`config.mk`:
```
export PLATFORM = sky130hd
export DESIGN_NAME = mem_fill_arbiter_flat
export DESIGN_NICKNAME = d
export VERILOG_FILES = /design/src/rtl/mem_fill_if.sv /design/src/rtl/mem_fill_arbiter.sv /design/src/flat_wrapper.sv
export SDC_FILE = /design/constraint.sdc
export NUM_CORES = 1
export LEC_CHECK = 0
export CORE_ASPECT_RATIO = 0.9
export CORE_MARGIN = 5
export CORE_UTILIZATION = 31
export DETAILED_ROUTE_END_ITERATION = 8
export PLACE_DENSITY = 0.54
export SLEW_MARGIN = 10
export SYNTH_ARGS = -nofsm -noshare
export SYNTH_HDL_FRONTEND = slang
export SYNTH_SLANG_ARGS = --single-unit
```
`constraint.sdc`:
```
create_clock -name clk -period 1.8 [get_ports clk]
set_input_delay 0.36 -clock clk [delete_from_list [all_inputs] [get_ports clk]]
set_output_delay 0.36 -clock clk [all_outputs]
set_load 0.02 [all_outputs]
```
`src/rtl/mem_fill_if.sv`:
```
// Bundles the cache-miss request side, the main-memory read port and the cache fill port.
interface mem_fill_if;
  logic        i_req;
  logic [15:0] i_addr;
  logic        d_req;
  logic [15:0] d_addr;
  logic        mem_en;
  logic [15:0] mem_addr;
  logic        mem_valid;
  logic        fill_we;
  logic        fill_sel;
  logic [2:0]  fill_word;
  logic        i_done;
  logic        d_done;

  modport slave (
    input  i_req, i_addr, d_req, d_addr, mem_valid,
    output mem_en, mem_addr, fill_we, fill_sel, fill_word, i_done, d_done
  );

  modport master (
    output i_req, i_addr, d_req, d_addr, mem_valid,
    input  mem_en, mem_addr, fill_we, fill_sel, fill_word, i_done, d_done
  );
endinterface

```
`src/rtl/mem_fill_arbiter.sv`:
```
// Arbitrates I-cache and D-cache block misses onto one pipelined memory port and
// streams the eight returned halfwords of each 16-byte block into the granted cache.
module mem_fill_arbiter (
  input  logic       clk,
  input  logic       rst_n,
  mem_fill_if.slave  bus
);

  typedef enum logic [1:0] {
    IDLE = 2'd0,
    FILL = 2'd1,
    DONE = 2'd2
  } state_t;

  state_t      state_r, state_n;
  logic [11:0] base_r, base_n;
  logic [3:0]  issue_cnt_r, issue_cnt_n;
  logic [2:0]  rx_cnt_r, rx_cnt_n;
  logic        last_served_r, last_served_n;
  logic        mem_en_r, mem_en_n;
  logic [15:0] mem_addr_r, mem_addr_n;
  logic        fill_sel_r, fill_sel_n;
  logic        i_done_r, i_done_n;
  logic        d_done_r, d_done_n;
  logic        grant_s;

  // Next-state, grant and datapath update logic
  always_comb begin
    state_n       = state_r;
    base_n        = base_r;
    issue_cnt_n   = issue_cnt_r;
    rx_cnt_n      = rx_cnt_r;
    last_served_n = last_served_r;
    mem_en_n      = 1'b0;
    mem_addr_n    = mem_addr_r;
    fill_sel_n    = fill_sel_r;
    i_done_n      = 1'b0;
    d_done_n      = 1'b0;

    // Round-robin only under contention; a lone request wins outright
    if (bus.i_req && bus.d_req) begin
      grant_s = ~last_served_r;
    end else if (bus.d_req) begin
      grant_s = 1'b1;
    end else begin
      grant_s = 1'b0;
    end

    case (state_r)
      IDLE: begin
        if (bus.i_req || bus.d_req) begin
          state_n     = FILL;
          fill_sel_n  = grant_s;
          base_n      = grant_s ? bus.d_addr[15:4] : bus.i_addr[15:4];
          mem_en_n    = 1'b1;
          mem_addr_n  = {base_n, 4'b0000};
          issue_cnt_n = 4'd1;
          rx_cnt_n    = 3'd0;
        end else begin
          state_n = IDLE;
        end
      end
      FILL: begin
        // issue_cnt_r indexes the next read to present; it parks at 8
        if (issue_cnt_r < 4'd8) begin
          mem_en_n    = 1'b1;
          mem_addr_n  = {base_r, issue_cnt_r[2:0], 1'b0};
          issue_cnt_n = issue_cnt_r + 4'd1;
        end else begin
          issue_cnt_n = issue_cnt_r;
        end
        if (bus.mem_valid) begin
          rx_cnt_n = rx_cnt_r + 3'd1;
          if (rx_cnt_r == 3'd7) begin
            state_n  = DONE;
            i_done_n = ~fill_sel_r;
            d_done_n = fill_sel_r;
          end else begin
            state_n = FILL;
          end
        end else begin
          rx_cnt_n = rx_cnt_r;
        end
      end
      DONE: begin
        state_n       = IDLE;
        last_served_n = fill_sel_r;
        issue_cnt_n   = 4'd0;
        rx_cnt_n      = 3'd0;
      end
      default: begin
        state_n = IDLE;
      end
    endcase
  end

  // State and registered-output update
  always_ff @(posedge clk or negedge rst_n) begin
    if (!rst_n) begin
      state_r       <= IDLE;
      base_r        <= 12'd0;
      issue_cnt_r   <= 4'd0;
      rx_cnt_r      <= 3'd0;
      last_served_r <= 1'b0;
      mem_en_r      <= 1'b0;
      mem_addr_r    <= 16'd0;
      fill_sel_r    <= 1'b0;
      i_done_r      <= 1'b0;
      d_done_r      <= 1'b0;
    end else begin
      state_r       <= state_n;
      base_r        <= base_n;
      issue_cnt_r   <= issue_cnt_n;
      rx_cnt_r      <= rx_cnt_n;
      last_served_r <= last_served_n;
      mem_en_r      <= mem_en_n;
      mem_addr_r    <= mem_addr_n;
      fill_sel_r    <= fill_sel_n;
      i_done_r      <= i_done_n;
      d_done_r      <= d_done_n;
    end
  end

  // The write strobe follows returning data directly so each word lands the cycle it arrives
  assign bus.fill_we   = (state_r == FILL) && bus.mem_valid;
  assign bus.fill_word = rx_cnt_r;
  assign bus.fill_sel  = fill_sel_r;
  assign bus.mem_en    = mem_en_r;
  assign bus.mem_addr  = mem_addr_r;
  assign bus.i_done    = i_done_r;
  assign bus.d_done    = d_done_r;

endmodule

```
`src/flat_wrapper.sv`:
```
// flat-port wrapper written by rule: the top's interface ports become plain ports
module mem_fill_arbiter_flat 
  (clk, rst_n, bus_i_req, bus_i_addr, bus_d_req, bus_d_addr, bus_mem_valid, bus_mem_en, bus_mem_addr, bus_fill_we, bus_fill_sel, bus_fill_word, bus_i_done, bus_d_done);
  mem_fill_if bus_i ();
  input  logic clk;
  input  logic rst_n;
  input wire logic [$bits(bus_i.i_req)-1:0] bus_i_req;
  input wire logic [$bits(bus_i.i_addr)-1:0] bus_i_addr;
  input wire logic [$bits(bus_i.d_req)-1:0] bus_d_req;
  input wire logic [$bits(bus_i.d_addr)-1:0] bus_d_addr;
  input wire logic [$bits(bus_i.mem_valid)-1:0] bus_mem_valid;
  output wire logic [$bits(bus_i.mem_en)-1:0] bus_mem_en;
  output wire logic [$bits(bus_i.mem_addr)-1:0] bus_mem_addr;
  output wire logic [$bits(bus_i.fill_we)-1:0] bus_fill_we;
  output wire logic [$bits(bus_i.fill_sel)-1:0] bus_fill_sel;
  output wire logic [$bits(bus_i.fill_word)-1:0] bus_fill_word;
  output wire logic [$bits(bus_i.i_done)-1:0] bus_i_done;
  output wire logic [$bits(bus_i.d_done)-1:0] bus_d_done;
  assign bus_i.i_req = bus_i_req;
  assign bus_i.i_addr = bus_i_addr;
  assign bus_i.d_req = bus_d_req;
  assign bus_i.d_addr = bus_d_addr;
  assign bus_i.mem_valid = bus_mem_valid;
  assign bus_mem_en = bus_i.mem_en;
  assign bus_mem_addr = bus_i.mem_addr;
  assign bus_fill_we = bus_i.fill_we;
  assign bus_fill_sel = bus_i.fill_sel;
  assign bus_fill_word = bus_i.fill_word;
  assign bus_i_done = bus_i.i_done;
  assign bus_d_done = bus_i.d_done;
  mem_fill_arbiter u_core (.clk(clk), .rst_n(rst_n), .bus(bus_i));
endmodule
```
==> flow_results.org, run 1 <==
** Global route
- Vias in the first global route :: 2063
- Wire length of the first global-routing pass :: 9890 µm
- For this run, the total global-route usage over all layers was measured as 13.2%.
- Largest net degree at the start of global routing :: 42
- Initial antenna violation count :: 0
- GR Overflow Total :: 0

** Clock tree
- Max Buffers Root-to-Sink :: 2
- TritonCTS built the clock tree.
- In this run the clock root is driven by a sky130_fd_sc_hd__clkbuf_8.
- For the worst-skew pair, the clock arrives at the later sink with an insertion delay of 300 ps.
- Clock-pin slew was measured on the worst setup and hold paths at 80 ps.
- Hold-fix buffer count after cts :: 0
- The clock drives 41 sinks.
- Level count of the clock H-tree :: 2
- TritonCTS created 5 clock buffers.

** Floorplan
- Die X :: 102 µm
- The die is 92.9 µm tall.
- Die area :: 9490 µm²
- For this design the top-level I/O count stands at 61.
- Site row count :: 30
- For this configuration, the core starts out at a cell density of 31.6%.
- After floorplanning, the core was sized to cover 7510 µm².

** Detailed routing
- In the routed layout, each cell is associated on average with a via count of 5.04.
- Detailed-routing wirelength on met1 :: 2790 µm
- In the routed design, unresolved DRC markers number 0.
- Max layer used :: met4
- For this block, the via count after detailed routing is 2041.
- The first TritonRoute pass finished after 4 iterations.
- In the detailed route, the total length drawn on met2 is 3000 µm.
- Met3 layer wire length in the routed design :: 250 µm
- Post-detailed-route wirelength per cell :: 15.2 µm
- In this run, the number of DRC markers left after iteration 0 of detailed routing was 65.
- Wires add up to 6160 µm.
- The detail route stage leaves a number of antenna-violating nets equal to 0.

** Worst setup path
- The worst setup path is launched from a flip-flop.
- Internal reg-to-reg setup slack :: -2 ps
- The worst setup path is captured at a flip-flop.
- The critical path is of the reg -> reg type.
- Arrival time reported for the critical path endpoint :: 2010 ps
- STA puts the critical path data required time at 2010 ps.
- In this run the worst path has a maximum fanout of 5.
- Critical register-to-register path startpoint :: u_core.state_r[0]
- Capture instance of the worst register-to-register path :: u_core.bus.mem_addr[8]
- Measured in cells, the most critical reg-to-reg path has a length of 6.

** Logic synthesis
- Yosys synthesis warning count :: 0
- In this run, distinct cell masters in the synthesized netlist total 38.
- Number of instances in the synthesized netlist :: 221
- Number of nets in the synthesized netlist :: 265
- The most used flip-flop cell after synthesis is sky130_fd_sc_hd__dfrtp_1.
- Avg Synthesized Cell Area :: 10.7 µm²
- Leading cell types by total area after synthesis :: sky130_fd_sc_hd__dfrtp_1 (43%), sky130_fd_sc_hd__o31ai_4 (9.0%), sky130_fd_sc_hd__a221oi_1 (8.9%), sky130_fd_sc_hd__o31ai_1 (4.4%), sky130_fd_sc_hd__ha_1 (3.7%)
- sky130_fd_sc_hd__dfrtp_1 takes more of the synthesized area than any other cell.
- Number of synthesized flops with an enable pin :: 0
- The share of synthesized area in the top cell type comes to 43.3%.
- Of all flip-flops after synthesis, the portion carrying an async set or reset was 100%.
- Share of synthesized area occupied by flip-flops and latches :: 43.3%
- Area of the mapped netlist :: 2370 µm²
- Counting flops and latches in the post-synthesis netlist gives 41.

** Power
- After layout, the design draws a total of 5.70 mW.
- Power spread over the standard cell area amounts to 1610 nW/µm².
- Leak :: 1.54 nW
- Worst ir drop on vdd :: 0.596 mV

** Placement
- Placed wire-length estimate :: 4270 µm
- Dpl cell area :: 3220 µm²
- Placer Congestion :: 0.792
- In this run the tool buffered the top-level ports with 51 buffer cells.
- Prior to clock tree synthesis, the placed netlist has a worst setup slack of -302 ps.
- Including well taps, the total number of placed cells is 389.

** Cells and area
- From synthesis to final layout, the design area changed by 49.9%.
- The count of cells in the finished layout, fillers not included, comes to 405.
- Number of diodes added for antenna fixing :: 0
- Once layout is complete, the utilization of the core stands at 47.3%.
- Summing all non-filler instances in the final layout gives an area of 3550 µm².
- Of the cells placed in the final design, the portion with a size suffix greater than 1 is 29.4%.
- At the end of the flow, the number of nets in the layout was 352.

** STA
- Setup-failing EPs final :: 1
- Slew at the pin with the worst max-slew slack :: 548 ps
- Final setup skew :: 6.92 ps
- The hold violation count in the final report was 0.
- Once routing completed, OpenROAD measured the worst setup slack at -1.67 ps.
- Hold is met by 129 ps.
- Based on the critical path, the design can be clocked at up to 555 MHz.
- The final-report max-slew violation count was 0.
- In the final timing run, aggregate negative setup slack is -1.67 ps.
- Measured against its own limit, the worst slew margin works out to 63.4%.
- Setup repair after global routing could not meet its margin everywhere.
- Dividing the final minimum period by the clock period gives 100%.
- Final worst path period need :: 1800 ps

** Outcome
- The final reports fail on setup timing.
- Outcome :: complete, but fails checks

** Flow run
- The tool flagged a number of max-cap violations equal to 0.

** Hold path
- Min-Delay Path Class :: in -> async
## layer usage
layer | global-route usage (%) | vias to the layer above
met5 | 0 | -
met4 | 4.59 | 0
met3 | 2.79 | 8
met2 | 21.8 | 41
met1 | 17.0 | 994
li1 | - | 998
## where the power goes
group	total (mW)	internal (mW)	switching, mW	leakage (nW)
clock network	0.666	0.347	0.319	0.0542
registers	1.61	1.34	0.270	0.490
logic	3.43	1.87	1.56	0.995
## cells in the mapped netlist (2+ instances only)
master,n
sky130_fd_sc_hd__dfrtp_1,41
sky130_fd_sc_hd__a221oi_1,24
sky130_fd_sc_hd__clkbuf_1,16
sky130_fd_sc_hd__inv_1,14
sky130_fd_sc_hd__o31ai_1,14
sky130_fd_sc_hd__and2_1,13
sky130_fd_sc_hd__a21oi_1,12
sky130_fd_sc_hd__nor2b_1,12
sky130_fd_sc_hd__o31ai_4,10
sky130_fd_sc_hd__nand2_1,8
sky130_fd_sc_hd__ha_1,7
sky130_fd_sc_hd__nand3_1,5
sky130_fd_sc_hd__a22o_1,4
sky130_fd_sc_hd__nor2_1,4
sky130_fd_sc_hd__or3_1,4
sky130_fd_sc_hd__mux2_2,3
sky130_fd_sc_hd__nand3b_1,3
sky130_fd_sc_hd__o21ai_0,3
sky130_fd_sc_hd__and3_1,2
sky130_fd_sc_hd__buf_6,2
sky130_fd_sc_hd__nand2b_1,2
sky130_fd_sc_hd__nor3b_1,2
## state kept, by name, summed over array words and instances, names as in the netlist
register / flops
u_core.bus.mem_addr: 15
u_core.base_r: 12
u_core.issue_cnt_r: 4
u_core.bus.fill_word: 3
u_core.state_r: 2
u_core.bus.d_done: 1
u_core.bus.fill_sel: 1
u_core.bus.i_done: 1
u_core.bus.mem_en: 1
u_core.last_served_r: 1
## cells in the final DEF, fill, tap and decap left out, drive strengths merged, types with 7 or more instances in the layout
master and count:
o31ai 24, clkdlybuf4s50 48, nor2b 12, a221oi 24
a21oi 12, clkbuf 9, buf 49, nand2 8
dfrtp 41, and2 14, inv 14, ha 7
## worst max-delay path by stage
stage                 startpoint                       to  cells after the start
6_report       u_core.state_r[0]   u_core.bus.mem_addr[8]                      6
2_1_floorplan  u_core.state_r[0]  u_core.bus.mem_addr[14]                      7
4_1_cts        u_core.state_r[0]    u_core.issue_cnt_r[2]                      6
5_1_grt        u_core.state_r[0]   u_core.bus.mem_addr[6]                      6
3_5_place_dp           bus_d_req   u_core.bus.mem_addr[7]                      5
3_3_place_gp           bus_d_req   u_core.bus.mem_addr[8]                      5
## worst max-delay path, cell delays in order, from the launching register on
cell and delay, ps:
sky130_fd_sc_hd__dfrtp_2 450, sky130_fd_sc_hd__ha_4 190, sky130_fd_sc_hd__buf_12 120, sky130_fd_sc_hd__and2_4 140
sky130_fd_sc_hd__or3_4 420, sky130_fd_sc_hd__clkbuf_16 180, sky130_fd_sc_hd__o31ai_4 200
## cells by family after synthesis
| logic type | after synthesis | share of synthesized area, % |
|---|---|---|
| and+or+nand+nor | 60 | 14.8 |
| other | 1 | 0.158 |
| buffers and inverters | 34 | 6.87 |
| AOI/OAI and AO/OA | 74 | 29.3 |
| adders and majority gates | 7 | 3.70 |
| muxes | 4 | 1.85 |
| DFF | 41 | 43.3 |
## what timing repair did
action	CTS	global route
endpoints found under the setup margin	19	17
buffers inserted	1	5
gates resized for setup	13	19
gates cloned	0	2
pin swaps	1	18
## final cells by class
cell class              count  area (µm²)
clock buffers               7        96.3
inverters                  14        52.6
well taps                  96         120
clock inverters             1        5.00
flip-flops and latches     41        1030
multi-input cells         146        1300
repair buffers            100         947
fillers                   746        3960
(Power assumes the default switching activity.)
==> run 2, diff against run 1 <==
--- a/config.mk
+++ b/config.mk
@@ -9,6 +9,7 @@
 export CORE_MARGIN = 5
 export CORE_UTILIZATION = 31
 export DETAILED_ROUTE_END_ITERATION = 8
+export MAX_ROUTING_LAYER = met4
 export PLACE_DENSITY = 0.54
 export SLEW_MARGIN = 10
 export SYNTH_ARGS = -nofsm -noshare
==> flow_results.org, run 2 (synthesis results as in run 1) <==
** Outcome
- Outcome :: finished, final reports clean

** Clock tree
- The maximum buffer depth of the clock tree came to 2 (unchanged).
- The root buffer cell chosen for the clock tree is sky130_fd_sc_hd__clkbuf_8.
- Number of CTS-inserted buffers :: 5 (unchanged)
- Clock-pin slew on the worst setup and hold paths :: 80 ps (about the same)
- TritonCTS clock tree :: yes
- The clock insertion delay at the later pin of the skew report came to 300 ps (about the same).
- The clock sink total came to 41 (unchanged).
- Level count of the clock H-tree :: 2 (unchanged)

** Cells and area
- The library cell used most frequently in the layout, excluding fill and tap cells, is sky130_fd_sc_hd__clkdlybuf4s50_1.
- Area grow syn2layout :: 49.0%
- The share of layout cells above drive strength 1 came to 29.0% (-0.46 points).
- The area occupied by registers was 1030 µm² (unchanged).
- Area of the multi-input gates :: 1290 µm² (-0.58%)
- The number of flip-flops under the largest register name was 15 (unchanged).
- The utilization of the core after routing came to 47.0% (-0.30 points).
- In the layout the commonest cells are sky130_fd_sc_hd__clkdlybuf4s50_1 (48), sky130_fd_sc_hd__buf_4 (41), sky130_fd_sc_hd__dfrtp_1 (40).
- Number of diodes added for antenna fixing :: 0 (unchanged)
- The fill cell instance count of the final layout came to 750 (+0.54%).
- The number of nets in the final layout came to 350 (-0.57%).

** STA
- The final count of negative-setup-slack endpoints is 0 (-1).
- Final setup skew :: 7.46 ps (+0.544 ps)
- The final-report max-slew violation count was 0 (unchanged).
- Final count of hold timing violations :: 0 (unchanged)
- The final worst setup slack was 3.91 ps (+5.58 ps).
- Final worst path period need :: 1800 ps (-5.58 ps)
- The maximum frequency from static timing analysis was 557 MHz (+0.31%).
- Unrepaired setup endpoints after global routing :: yes
- The actual slew at the worst max-slew pin came to 545 ps (-3.26 ps).
- The worst slew margin relative to its limit came to 63.7% (+0.22 points).
- The part of the cycle the worst path needs came to 99.8% (-0.31 points).

** Hold path
- Min-Delay Path Class :: in -> async

** Floorplan
- Die X :: 102 µm (unchanged)
- The number of placement rows came to 30 (unchanged).
- The full die area is 9490 µm² (unchanged).
- The area inside the core boundary came to 7510 µm² (unchanged).
- The initial core utilization is 31.6% (unchanged).
- Count of boundary I/O pins :: 61 (unchanged)
- The overall die height was 92.9 µm (unchanged).

** Placement
- Number of I/O port buffers :: 51 (unchanged)
- The sum of net half-perimeters after detailed placement is 4270 µm (unchanged).
- The placement-stage worst setup slack was -302 ps (unchanged).
- Placer Congestion :: 0.803 (+1.4%)

** Power
- Proportion of power drawn by combinational gates :: 60.0% (-0.2 points)
- NetSw :: 2.15 mW (about the same)
- The clock network fraction of total power is 11.7% (about the same).
- The part of the power in registers was 28.2% (about the same).
- The maximum vdd ir drop came to 0.596 mV (about the same).
- The reported leakage power came to 1.53 nW (-0.73%).
- The post-route total power was 5.70 mW (about the same).
- The power per standard cell area was 1620 nW/µm² (+0.56%).
- The switching share of power is 37.8% (+0.046 points).
- The internal power came to 3.55 mW (-0.15%).

** Worst setup path
- Internal reg-to-reg setup slack :: 4 ps (about the same)
- Arrival time reported for the critical path endpoint :: 1980 ps (-30 ps)
- Capture instance of the worst register-to-register path :: u_core.issue_cnt_r[2]
- The worst endpoint required time is 1990 ps (-20 ps).
- In this run the critical register-to-register path is launched from u_core.state_r[0].
- STA classifies the critical path endpoint as a flip-flop.
- The highest cell delay on the worst timing path came to 500 ps (+50 ps).
- Among cell families on the critical path, the largest total delay comes from simple AND/OR/NAND/NOR gates.
- Crit path launch type :: flip-flop
- The combined buffer and inverter count along the critical path came to 2 (unchanged).
- Type of the setup path with the least slack :: reg -> reg
- Cells along the critical path :: inv_2 > ha_4 > nor3b_4 > buf_6 > or4_4 > a22o_1
- Max FO, Critical Path :: 4 (-1)
- The slowest stage of the critical path belongs to the cell sky130_fd_sc_hd__or4_4.
- Worst r2r path cells :: 6 (unchanged)

** Global route
- The number of global-route vias before repair came to 2058 (-0.24%).
- The overflow left after global routing is 0 (unchanged).
- Largest net degree at the start of global routing :: 42 (unchanged)
- Global routing usage summed across all routing layers :: 13.6% (+0.41 points)
- The global-route wire length before repair is 9890 µm (about the same).
- Initial antenna violation count :: 0 (unchanged)

** Detailed routing
- Met3 layer wire length in the routed design :: 200 µm (-20%)
- The average wire length per cell after detail routing was 15.3 µm (+0.76%).
- Max layer used :: met4
- Antenna-violating nets left :: 0 (unchanged)
- The total via count in the routed design came to 2038 (-0.15%).
- Via-per-instance ratio :: 5.06 (+0.35%)
- The number of optimization iterations in the first detailed-route pass came to 4 (unchanged).
- The routed metal-1 wirelength came to 2810 µm (+0.61%).
- The amount of wire on met2 after detailed routing came to 3040 µm (+1.2%).
- The DRC violation total after the first TritonRoute iteration is 90 (+38%).
- The wire length reported by the detailed router came to 6180 µm (+0.26%).
- Number of design rule violations left after detail routing :: 0 (unchanged)

** Flow run
- The number of maximum-capacitance constraint violations was 0 (unchanged).
run 2: layout make-up:
cell class / count / share of cell area (%)
inverters: 14 / 1.49
multi-input cells: 146 / 36.7
repair buffers: 98 / 26.4
flip-flops and latches: 41 / 29.1
clock buffers: 7 / 2.73
clock inverters: 1 / 0.142
well taps: 96 / 3.40
run 2: how the worst max path moves through the flow:
stage | start | to | slack [ps] | cells after the start
5_1_grt | u_core.state_r[0] | u_core.bus.mem_addr[6] | -40 | 6
6_report | u_core.state_r[0] | u_core.issue_cnt_r[2] | 4 | 6
2_1_floorplan | u_core.state_r[0] | u_core.bus.mem_addr[14] | 30 | 7
4_1_cts | u_core.state_r[0] | u_core.issue_cnt_r[2] | -10 | 6
3_5_place_dp | bus_d_req | u_core.bus.mem_addr[7] | -300 | 5
3_3_place_gp | bus_d_req | u_core.bus.mem_addr[8] | -260 | 5
run 2: through the flow:
step	instance area, µm²	hold WS, ps	cells	setup TNS, ps
5_1_grt	3530	175	403	-213
3_3_place_gp	3220	470	389	-5020
3_5_place_dp	3220	474	389	-5490
2_1_floorplan	2370	64.4	221	0
4_1_cts	3370	145	398	-11.3
6_report	3530	133	403	0
run 2: layer usage:
metal | global-route usage [%] | vias to the layer above
li1 | - | 992
met1 | 17.5 | 996
met2 | 21.7 | 40
met3 | 2.48 | 10
met4 | 4.59 | 0
met5 | - | -
run 2: power groups by stage:
stage | clock network (mW) | logic (mW) | registers (mW)
final | 0.669 | 3.42 | 1.61
after global routing | 0.740 | 3.69 | 1.67
after CTS | 0.696 | 3.12 | 1.61
after detailed placement | 0 | 3.01 | 1.62
after global placement | 0 | 2.97 | 1.61
after floorplan | 0 | 1.66 | 1.83
run 2: repair_timing:
| action | in CTS | in global routing |
|---|---|---|
| buffers inserted | 1 | 3 |
| pin swaps | 1 | 13 |
| hold buffers | 0 | 0 |
| gates cloned | 0 | 2 |
| gates resized for setup | 13 | 18 |
| setup endpoints to repair | 19 | 17 |
==> run 3, diff against run 2 <==
--- a/config.mk
+++ b/config.mk
@@ -11,6 +11,7 @@
 export DETAILED_ROUTE_END_ITERATION = 8
 export MAX_ROUTING_LAYER = met4
 export PLACE_DENSITY = 0.54
+export SKIP_LAST_GASP = 1
 export SLEW_MARGIN = 10
 export SYNTH_ARGS = -nofsm -noshare
 export SYNTH_HDL_FRONTEND = slang
==> flow_results.org, run 3 (synthesis results as in run 1) <==
** Cells and area
- Filler Cell Count :: 751 (+0.13%)
- Most common library cell in the layout ignoring fill and taps :: sky130_fd_sc_hd__clkdlybuf4s50_1
- The library cells used most frequently in the layout, excluding fill and tap cells, are sky130_fd_sc_hd__clkdlybuf4s50_1 (48), sky130_fd_sc_hd__buf_4 (41), sky130_fd_sc_hd__dfrtp_1 (40).
- The multi-input combinational cell area came to 1310 µm² (+0.77%).
- The share of layout cells above drive strength 1 is 29.6% (+0.65 points).
- The number of nets in the final layout is 350 (unchanged).
- The number of flip-flops under the largest register name is 15 (unchanged).
- Area grow syn2layout :: 49.4%
- Number of diodes added for antenna fixing :: 0 (unchanged)
- Total area of sequential cells :: 1030 µm² (unchanged)

** Worst setup path
- Required @ worst endpoint :: 2010 ps (+20 ps)
- Crit path launch type :: flip-flop
- Cell at the slowest stage of the critical path :: sky130_fd_sc_hd__dfrtp_2
- Arrival time reported for the critical path endpoint :: 2000 ps (+20 ps)
- The peak fanout along the critical path is 5 (+1).
- Worst path max stage delay :: 450 ps (-50 ps)
- Critical register-to-register path startpoint :: u_core.state_r[0]
- The critical path starts at u_core.state_r[0].
- Type of element capturing the critical path :: flip-flop
- Crit path max-delay family :: simple AND/OR/NAND/NOR gates
- Type of the setup path with the least slack :: reg -> reg
- Traced cell by cell, the critical path runs through ha_4 > buf_12 > and2_4 > or3_4 > clkbuf_16 > o31ai_4.
- WP buf/inv :: 2 (unchanged)

** Global route
- The pin count of the biggest net entering global routing is 42 (unchanged).
- Initial antenna violation count :: 0 (unchanged)
- The number of global-route vias before repair is 2066 (+0.39%).
- Global routing usage summed across all routing layers :: 13.7% (+0.032 points)
- GR Overflow Total :: 0 (unchanged)
- The global-route wire length before repair came to 9920 µm (+0.28%).

** Outcome
- Outcome :: finished, final reports clean

** Power
- The part of the power in registers is 28.2% (about the same).
- Fraction of power consumed by the clock network :: 11.7% (about the same)
- Worst ir drop on vdd :: 0.597 mV (+0.19%)
- The reported leakage power is 1.53 nW (-0.16%).
- NetSw :: 2.16 mW (+0.50%)
- The power per standard cell area came to 1620 nW/µm² (about the same).
- The portion of total power attributed to combinational logic is 60.1% (about the same).
- Internal power :: 3.55 mW (+0.23%)
- Switching power as a share of total power :: 37.8% (+0.062 points)

** Clock tree
- Max Buffers Root-to-Sink :: 2 (unchanged)
- The clock transition time at the flip-flop clock pins of the worst setup and hold paths came to 80 ps (about the same).
- TritonCTS built the clock tree.
- The number of levels in the clock H-tree came to 2 (unchanged).
- The cts-stage hold buffer count was 0 (unchanged).
- CTS sink count :: 41 (unchanged)
- Clock Root Buffer :: sky130_fd_sc_hd__clkbuf_8
- The number of buffers inserted during clock tree synthesis is 5 (unchanged).
- Clk Latency, worst-skew pair :: 300 ps (about the same)

** Hold path
- The worst hold path belongs to the class in -> async.

** Placement
- The number of port buffers is 51 (unchanged).
- The sum of net half-perimeters after detailed placement is 4270 µm (unchanged).
- Placer Congestion :: 0.803 (unchanged)

** STA
- The part of the cycle the worst path needs came to 99.6% (-0.21 points).
- The hold violation count in the final report is 0 (unchanged).
- The final-report max-slew violation count is 0 (unchanged).
- The time the final worst path needs with I/O delays and setup came to 1790 ps (-3.86 ps).
- Setup-failing EPs final :: 0 (unchanged)
- Setup repair after global routing could not meet its margin everywhere.
- Hold slack final :: 128 ps (-5.43 ps)
- Remaining max-slew budget at the tightest pin :: 63.6% (-0.092 points)
- The post-route setup TNS was 0 ps (unchanged).
- Max Clk Rate :: 558 MHz (+0.22%)
- Slew at the pin with the worst max-slew slack :: 546 ps (+1.38 ps)
- The final worst clock skew was 7.26 ps (-0.206 ps).

** Floorplan
- Die area :: 9490 µm² (unchanged)
- Placeable core region :: 7510 µm² (unchanged)
- The number of placement rows is 30 (unchanged).
- Count of boundary I/O pins :: 61 (unchanged)
- The width of the chip was 102 µm (unchanged).
- Vertical extent of the die :: 92.9 µm (unchanged)
- Initial core utilization :: 31.6% (unchanged)

** Detailed routing
- Count of vias placed by the detailed router :: 2039 (+0.049%)
- Antenna-violating nets left :: 0 (unchanged)
- Post-detailed-route wirelength per cell :: 15.3 µm (about the same)
- The DRC violation count after routing came to 0 (unchanged).
- Starting DRC count in detailed routing :: 75 (-17%)
- Count of TritonRoute iterations in the first routing pass :: 4 (unchanged)
- Total routed wirelength :: 6180 µm (about the same)
- The vias per cell is 5.06 (about the same).

** Flow run
- The number of maximum-capacitance constraint violations is 0 (unchanged).
## run 3: cell counts in the layout (fill, tap and decap cells not counted)
No cell type changed its count.
## run 3: metrics by stage
step / util, % / worst slack (ps) / total power [mW] / cell area [µm²] / std cells
after floorplan: - / 33.6 / 3.49 / 2370 / 221
after global placement: 42.9 / -259 / 4.57 / 3220 / 389
after detailed placement: 42.9 / -302 / 4.63 / 3220 / 389
after CTS: 44.8 / -11.3 / 5.41 / 3370 / 398
after global routing: 47.1 / -40.9 / 6.13 / 3540 / 403
final: 47.1 / 7.77 / 5.72 / 3540 / 403
## run 3: layer usage
layer	part of all wire, %	vias up	global-route usage (%)	wire, µm
met5	0	-	-	0
met4	1.9	0	4.59	116
met3	3.2	8	2.48	198
met2	50	39	21.8	3100
met1	45	998	17.5	2760
li1	-	994	-	-
## run 3: layout make-up
class | instances | share of cell area [%]
clock buffer | 7 | 2.72
timing repair buffer | 98 | 26.3
sequential | 41 | 29.0
tap | 96 | 3.39
clock inverter | 1 | 0.141
multi-input combinational | 146 | 36.9
inverter | 14 | 1.49
## run 3: what timing repair did
action                                  4_1_cts  5_1_grt
pin swaps                                     1       12
endpoints found under the setup margin       19       17
resized for setup                            12       21
setup buffers                                 1        3
endpoints found under the hold margin         0        0
gates cloned                                  0        2
## run 3: path summary, 6_finish.rpt
| path | depth (start not counted) | to | slack [ps] |
|---|---|---|---|
| setup / recovery | 6 | u_core.bus.mem_addr[9] | 8 |
| hold / removal | 2 | u_core.bus.mem_addr[9] | 130 |
| setup reg to reg | 6 | u_core.bus.mem_addr[9] | 8 |
| hold reg to reg | 2 | u_core.base_r[4] | 520 |
| max in group asynchronous | 2 | u_core.state_r[0] | 1280 |
| min in group clk | 2 | u_core.base_r[4] | 520 |
## run 3: power groups by stage
| stage | Sequential, mW | Combinational (mW) | Clock [mW] |
|---|---|---|---|
| 5_1_grt | 1.68 | 3.71 | 0.740 |
| 3_5_place_dp | 1.62 | 3.01 | 0 |
| 6_report | 1.61 | 3.43 | 0.670 |
| 2_1_floorplan | 1.83 | 1.66 | 0 |
| 3_3_place_gp | 1.61 | 2.97 | 0 |
| 4_1_cts | 1.61 | 3.11 | 0.696 |
